**src/rtl/alu_seq_ctrl.sv**
```systemverilog
// Sequencing controller for a multi-cycle ALU datapath: operand loads, execute, writeback, completion.
// Optional macro ALU_STATUS_EN enables the zero-flag status register and compare (no-writeback) instructions.
module alu_seq_ctrl #(
  parameter int unsigned REG_AW = 3
) (
  input  logic              clk,
  input  logic              rst_n,
  input  logic              start,
  input  logic [1:0]        ins_op,
  input  logic              ins_cmp,
  input  logic [REG_AW-1:0] ins_rd,
  input  logic [REG_AW-1:0] ins_rn,
  input  logic [REG_AW-1:0] ins_rm,
  input  logic              Z,
  output logic [REG_AW-1:0] r_addr,
  output logic [REG_AW-1:0] w_addr,
  output logic              en_A,
  output logic              en_B,
  output logic              en_C,
  output logic              w_en,
  output logic              en_status,
  output logic [1:0]        ALU_op,
  output logic              waiting,
  output logic              done,
  output logic              status_Z,
  output logic [7:0]        ins_count
);

  localparam int unsigned OP_W  = 2;
  localparam int unsigned CNT_W = 8;
  localparam logic [OP_W-1:0] OP_NOTB = 2'b11;

  typedef enum logic [2:0] {
    S_IDLE   = 3'd0,
    S_LOAD_A = 3'd1,
    S_LOAD_B = 3'd2,
    S_EXEC   = 3'd3,
    S_WRITE  = 3'd4,
    S_DONE   = 3'd5
  } state_e;

  state_e              state_q, state_d;
  logic [OP_W-1:0]     op_q, op_d;
  logic                cmp_q, cmp_d;
  logic [REG_AW-1:0]   rd_q, rd_d, rn_q, rn_d, rm_q, rm_d;
  logic [CNT_W-1:0]    count_q, count_d;
  logic                status_z_q, status_z_d;

  logic [REG_AW-1:0]   r_addr_q, r_addr_d, w_addr_q, w_addr_d;
  logic                en_a_q, en_a_d, en_b_q, en_b_d, en_c_q, en_c_d, w_en_q, w_en_d;
  logic                en_status_q, en_status_d;
  logic [OP_W-1:0]     alu_op_q, alu_op_d;
  logic                waiting_q, waiting_d, done_q, done_d;

`ifdef ALU_STATUS_EN
  logic cmp_in_c;
  assign cmp_in_c = ins_cmp;
`else
  // Without the status register a compare is meaningless; every instruction writes back.
  logic cmp_in_c;
  logic unused_cfg_c;
  assign cmp_in_c     = 1'b0;
  assign unused_cfg_c = ^{ins_cmp, Z};
`endif

  // Next state, latched fields and registered Moore outputs decoded from the next state.
  always_comb begin
    state_d     = state_q;
    op_d        = op_q;
    cmp_d       = cmp_q;
    rd_d        = rd_q;
    rn_d        = rn_q;
    rm_d        = rm_q;
    count_d     = count_q;
    status_z_d  = status_z_q;
    r_addr_d    = '0;
    w_addr_d    = '0;
    en_a_d      = 1'b0;
    en_b_d      = 1'b0;
    en_c_d      = 1'b0;
    w_en_d      = 1'b0;
    en_status_d = 1'b0;
    alu_op_d    = '0;
    waiting_d   = 1'b0;
    done_d      = 1'b0;

    unique case (state_q)
      S_IDLE: begin
        if (start) begin
          op_d    = ins_op;
          cmp_d   = cmp_in_c;
          rd_d    = ins_rd;
          rn_d    = ins_rn;
          rm_d    = ins_rm;
          state_d = (ins_op == OP_NOTB) ? S_LOAD_B : S_LOAD_A;
        end
      end
      S_LOAD_A: state_d = S_LOAD_B;
      S_LOAD_B: state_d = S_EXEC;
      S_EXEC: begin
        state_d = cmp_q ? S_DONE : S_WRITE;
`ifdef ALU_STATUS_EN
        status_z_d = Z;
`endif
      end
      S_WRITE: state_d = S_DONE;
      S_DONE: begin
        state_d = S_IDLE;
        count_d = count_q + CNT_W'(1);
      end
      default: state_d = S_IDLE;
    endcase

    unique case (state_d)
      S_IDLE:   waiting_d = 1'b1;
      S_LOAD_A: begin
        r_addr_d = rn_d;
        en_a_d   = 1'b1;
      end
      S_LOAD_B: begin
        r_addr_d = rm_d;
        en_b_d   = 1'b1;
      end
      S_EXEC: begin
        alu_op_d = op_d;
        en_c_d   = ~cmp_d;
`ifdef ALU_STATUS_EN
        en_status_d = 1'b1;
`endif
      end
      S_WRITE: begin
        w_addr_d = rd_d;
        w_en_d   = 1'b1;
      end
      S_DONE:  done_d = 1'b1;
      default: waiting_d = 1'b0;
    endcase
  end

  always_ff @(posedge clk) begin
    if (!rst_n) begin
      state_q     <= S_IDLE;
      op_q        <= '0;
      cmp_q       <= 1'b0;
      rd_q        <= '0;
      rn_q        <= '0;
      rm_q        <= '0;
      count_q     <= '0;
      status_z_q  <= 1'b0;
      r_addr_q    <= '0;
      w_addr_q    <= '0;
      en_a_q      <= 1'b0;
      en_b_q      <= 1'b0;
      en_c_q      <= 1'b0;
      w_en_q      <= 1'b0;
      en_status_q <= 1'b0;
      alu_op_q    <= '0;
      waiting_q   <= 1'b1;
      done_q      <= 1'b0;
    end else begin
      state_q     <= state_d;
      op_q        <= op_d;
      cmp_q       <= cmp_d;
      rd_q        <= rd_d;
      rn_q        <= rn_d;
      rm_q        <= rm_d;
      count_q     <= count_d;
      status_z_q  <= status_z_d;
      r_addr_q    <= r_addr_d;
      w_addr_q    <= w_addr_d;
      en_a_q      <= en_a_d;
      en_b_q      <= en_b_d;
      en_c_q      <= en_c_d;
      w_en_q      <= w_en_d;
      en_status_q <= en_status_d;
      alu_op_q    <= alu_op_d;
      waiting_q   <= waiting_d;
      done_q      <= done_d;
    end
  end

  assign r_addr    = r_addr_q;
  assign w_addr    = w_addr_q;
  assign en_A      = en_a_q;
  assign en_B      = en_b_q;
  assign en_C      = en_c_q;
  assign w_en      = w_en_q;
  assign ALU_op    = alu_op_q;
  assign waiting   = waiting_q;
  assign done      = done_q;
  assign ins_count = count_q;
  assign en_status = en_status_q;
  assign status_Z  = status_z_q;

endmodule
```
**config.mk**
```make
export PLATFORM = sky130hd
export DESIGN_NAME = alu_seq_ctrl
export DESIGN_NICKNAME = d
export VERILOG_FILES = /design/src/rtl/alu_seq_ctrl.sv
export SDC_FILE = /design/constraint.sdc
export NUM_CORES = 1
export LEC_CHECK = 0
export BUFFER_PORTS_ARGS = -buffer_cell sky130_fd_sc_hd__buf_2
export CORE_ASPECT_RATIO = 0.8
export CORE_MARGIN = 3
export CORE_UTILIZATION = 45
export DETAILED_ROUTE_END_ITERATION = 12
export GPL_TIMING_DRIVEN = 1
export PLACE_DENSITY = 0.77
export SYNTH_ARGS = -nofsm -noshare
export SYNTH_HDL_FRONTEND = slang
export SYNTH_SLANG_ARGS = --single-unit
```
**constraint.sdc**
```tcl
create_clock -name clk -period 1.9 [get_ports clk]
set_input_delay 0.38 -clock clk [delete_from_list [all_inputs] [get_ports clk]]
set_output_delay 0.38 -clock clk [all_outputs]
set_load 0.005 [all_outputs]
```
==> impl_metrics.csv <==
group,metric,value,unit
worst_setup_path,critPathKind,"reg -> reg",
worst_setup_path,critPathMaxFanout,9,
min_path,hold_end,"rd_q[2]",
sta,finalCriticalPeriod,1.536,ns
synthesis,synth_area,0.001305,mm^2
synthesis,synth_cells,127,
cts,cts_buffers,5,
global_route,antenna_found_initial,0,
power_and_ir_drop,cellLeakagePower,0.0007655,uW
worst_setup_path,startpoint,"state_q[2]",
min_path,hold_depth,3,
routing,drt.antenna.violating_nets,0,
synthesis,synth-edff-count,0,
worst_setup_path,critPathLaunchType,"flop",
sta,fmax,650.9,MHz
cts,clock_latency,0.32,ns
global_route,first_global_vias,961,
worst_setup_path,rr_endpoint,"waiting",
synthesis,synth-seq-cells,34,
synthesis,yosysWarningCount,0,
run_status,status,"finished clean",
routing,routed_wl,2539,um
cts,post_cts_resized,0,
power_and_ir_drop,powerDensity,976.0,mW/mm^2
sta,rsz0062_at_grt,"false",
final_layout,fill_cells,230,
synthesis,yosysMostFrequentCell,"dfxtp_1",
final_layout,multi_input_area,526.8,um^2
floorplanning,design.portCount,40,
worst_setup_path,r2r_start,"state_q[2]",
synthesis,synth_top_area_share,52.16,%
floorplanning,die_height,54.17,um
routing,first_pass_iters,4,
final_layout,regArea,680.7,um^2
worst_setup_path,crit_slowest_cell,"dfxtp_1",
cts,htree_levels,2,
floorplanning,core.rowCount,16,
routing,vias,1006,
sta,drv_slew,0,
worst_setup_path,end_kind,"flop",
worst_setup_path,path_cells,"and3b_2 > o21ai_1 > inv_1 > a211oi_1",
min_path,hp-start,"ins_rd[2]",
synthesis,synth_seq_area_share,52.16,%
synthesis,ys_async_sr_fraction,0,%
synthesis,yosysUniqueCellTypes,35,
floorplanning,die_w,66.21,um
final_layout,drive_gt1_share,31.10,%
worst_setup_path,arrival,1.78,ns
synthesis,synth_top_area_cell,"dfxtp_1",
synthesis,synth_common_cells,"dfxtp_1, nor2_1, mux2i_1, inv_1",
power_and_ir_drop,ir_drop,569.9,uV
worst_setup_path,ff2ff_path_depth,4,
global_route,grt_pass1_wl,4181,um
worst_setup_path,critPathMaxStageDelay,0.57,ns
sta,setup_violations,0,
sta,period_share,80.86,%
placed_design,gp_congestion,0.7740,
power_and_ir_drop,power,1524,uW
cts,post_cts_buffers,0,
placed_design,post_dp_cell_area,0.001480,mm^2
final_layout,design_area,0.001562,mm^2
final_layout,area_delta_synth_final,19.65,%
global_route,grt_use_total,15.97,%
final_layout,fin_nets,181,
global_route,grt_max_degree,18,
worst_setup_path,required,2.14,ns
final_layout,final_util,60.00,%
sta,fin_skew,0.007971,ns
cts,cts_hold_buf,0,
sta,final.setup.worst_slack,0.3637,ns
cts,path_clk_slew,0.09,ns
routing,drt_iter0_drc,30,
synthesis,synth_area_per_cell,10.28,um^2
min_path,hp-class,"in -> reg",
placed_design,dpl.hpwl,1857,um
cts,root_buffer,"clkbuf_4",
cts,clockBufferDepth,2,
final_layout,diodes,0,
synthesis,synth_ff_type,"dfxtp_1",
synthesis,synth_area_leaders,"dfxtp_1, mux2i_1, nor2_1",
cts,cts_tree,"done",
sta,tns,0,ns
floorplanning,die_area,0.003586,mm^2
global_route,grt-ovfl-total,0,
placed_design,io_buffers,35,
flow_run,drv_cap,0,
routing,via_per_inst,5.030,
placed_design,pre_cts_ws,0.3824,ns
routing,drc,0,
worst_setup_path,regToRegSetupSlack,0.36,ns
cts,cts_sinks,34,
floorplanning,core,0.002603,mm^2
floorplanning,start_util,50.14,%
routing,avgRoutedWirePerCell,12.70,um
sta,hold_violations,0,
## cell families after synthesis
group                      Yosys count  share of synthesized area (%)
buffers and inverters               17                          7.766
and+or+nand+nor                     43                          20.61
AOI/OAI and AO/OA                   20                          9.970
adders and majority gates            1                         0.9586
other                                1                         0.2874
muxes                                9                          6.903
xor gates and xnor gates             2                          1.343
DFF                                 34                          52.16
## flip-flops by register name, indices dropped and copies added, names as in the netlist
register	count
state_q	3
w_addr	3
ALU_op	2
en_B	1
en_A	1
ins_count	8
rd_q	3
waiting	1
op_q	2
en_C	1
w_en	1
cmp_q	1
r_addr	3
done	1
rm_q	3
## critical path: cells and delay by family (launching register included)
kind,cells,cell delay [ns]
AOI/OAI and AO/OA,2,0.53
and+or+nand+nor,1,0.25
buffers and inverters,1,0.10
DFF,1,0.57
## cell type report
class                           count  share of cell area, %
Clock buffer                        6                  3.285
Clock inverter                      1                  1.923
Inverter                            8                  1.923
Multi-Input combinational cell     77                  33.73
Sequential cell                    34                  43.59
Tap cell                           36                  2.885
Timing Repair Buffer               38                  12.66
## metrics by stage
| step | cells | hold slack, ns |
|---|---|---|
| final | 200 | 0.3156 |
| after global routing | 200 | 0.3103 |
| after CTS | 200 | 0.3136 |
| after detailed placement | 193 | 0.4810 |
| after global placement | 193 | 0.4578 |
| after floorplan | 128 | 0.4214 |
## how the worst max path moves through the flow
stage | end | depth (start not counted)
after floorplan | ALU_op[0] | 5
after global placement | waiting | 4
after detailed placement | waiting | 4
after CTS | waiting | 4
after global routing | waiting | 4
final | waiting | 4
## layer usage
metal | track usage, % | up-vias | wire length (um)
met5 | 0 | - | 0
met4 | 7.095 | 0 | 53
met3 | 5.428 | 5 | 128
met2 | 27.51 | 21 | 1248
met1 | 18.12 | 464 | 1110
li1 | - | 516 | -
## cell usage in the layout (no fill, tap or decap), drive strengths merged, types with 4 or more instances in the layout
cell type	count
inv	8
o21ai	4
buf	38
nand2	4
mux2i	9
nor2	14
dfxtp	34
a21oi	5
clkbuf	6
nor3	5
## where the power goes
part           internal, uW  leakage [uW]  switching (uW)  total (uW)
combinational           106      0.000444             105         211
sequential              758      0.000277            33.3         791
clock                   306     0.0000443             215         522
total                  1170      0.000766             354        1520
Power figures use the tool's default switching activity.
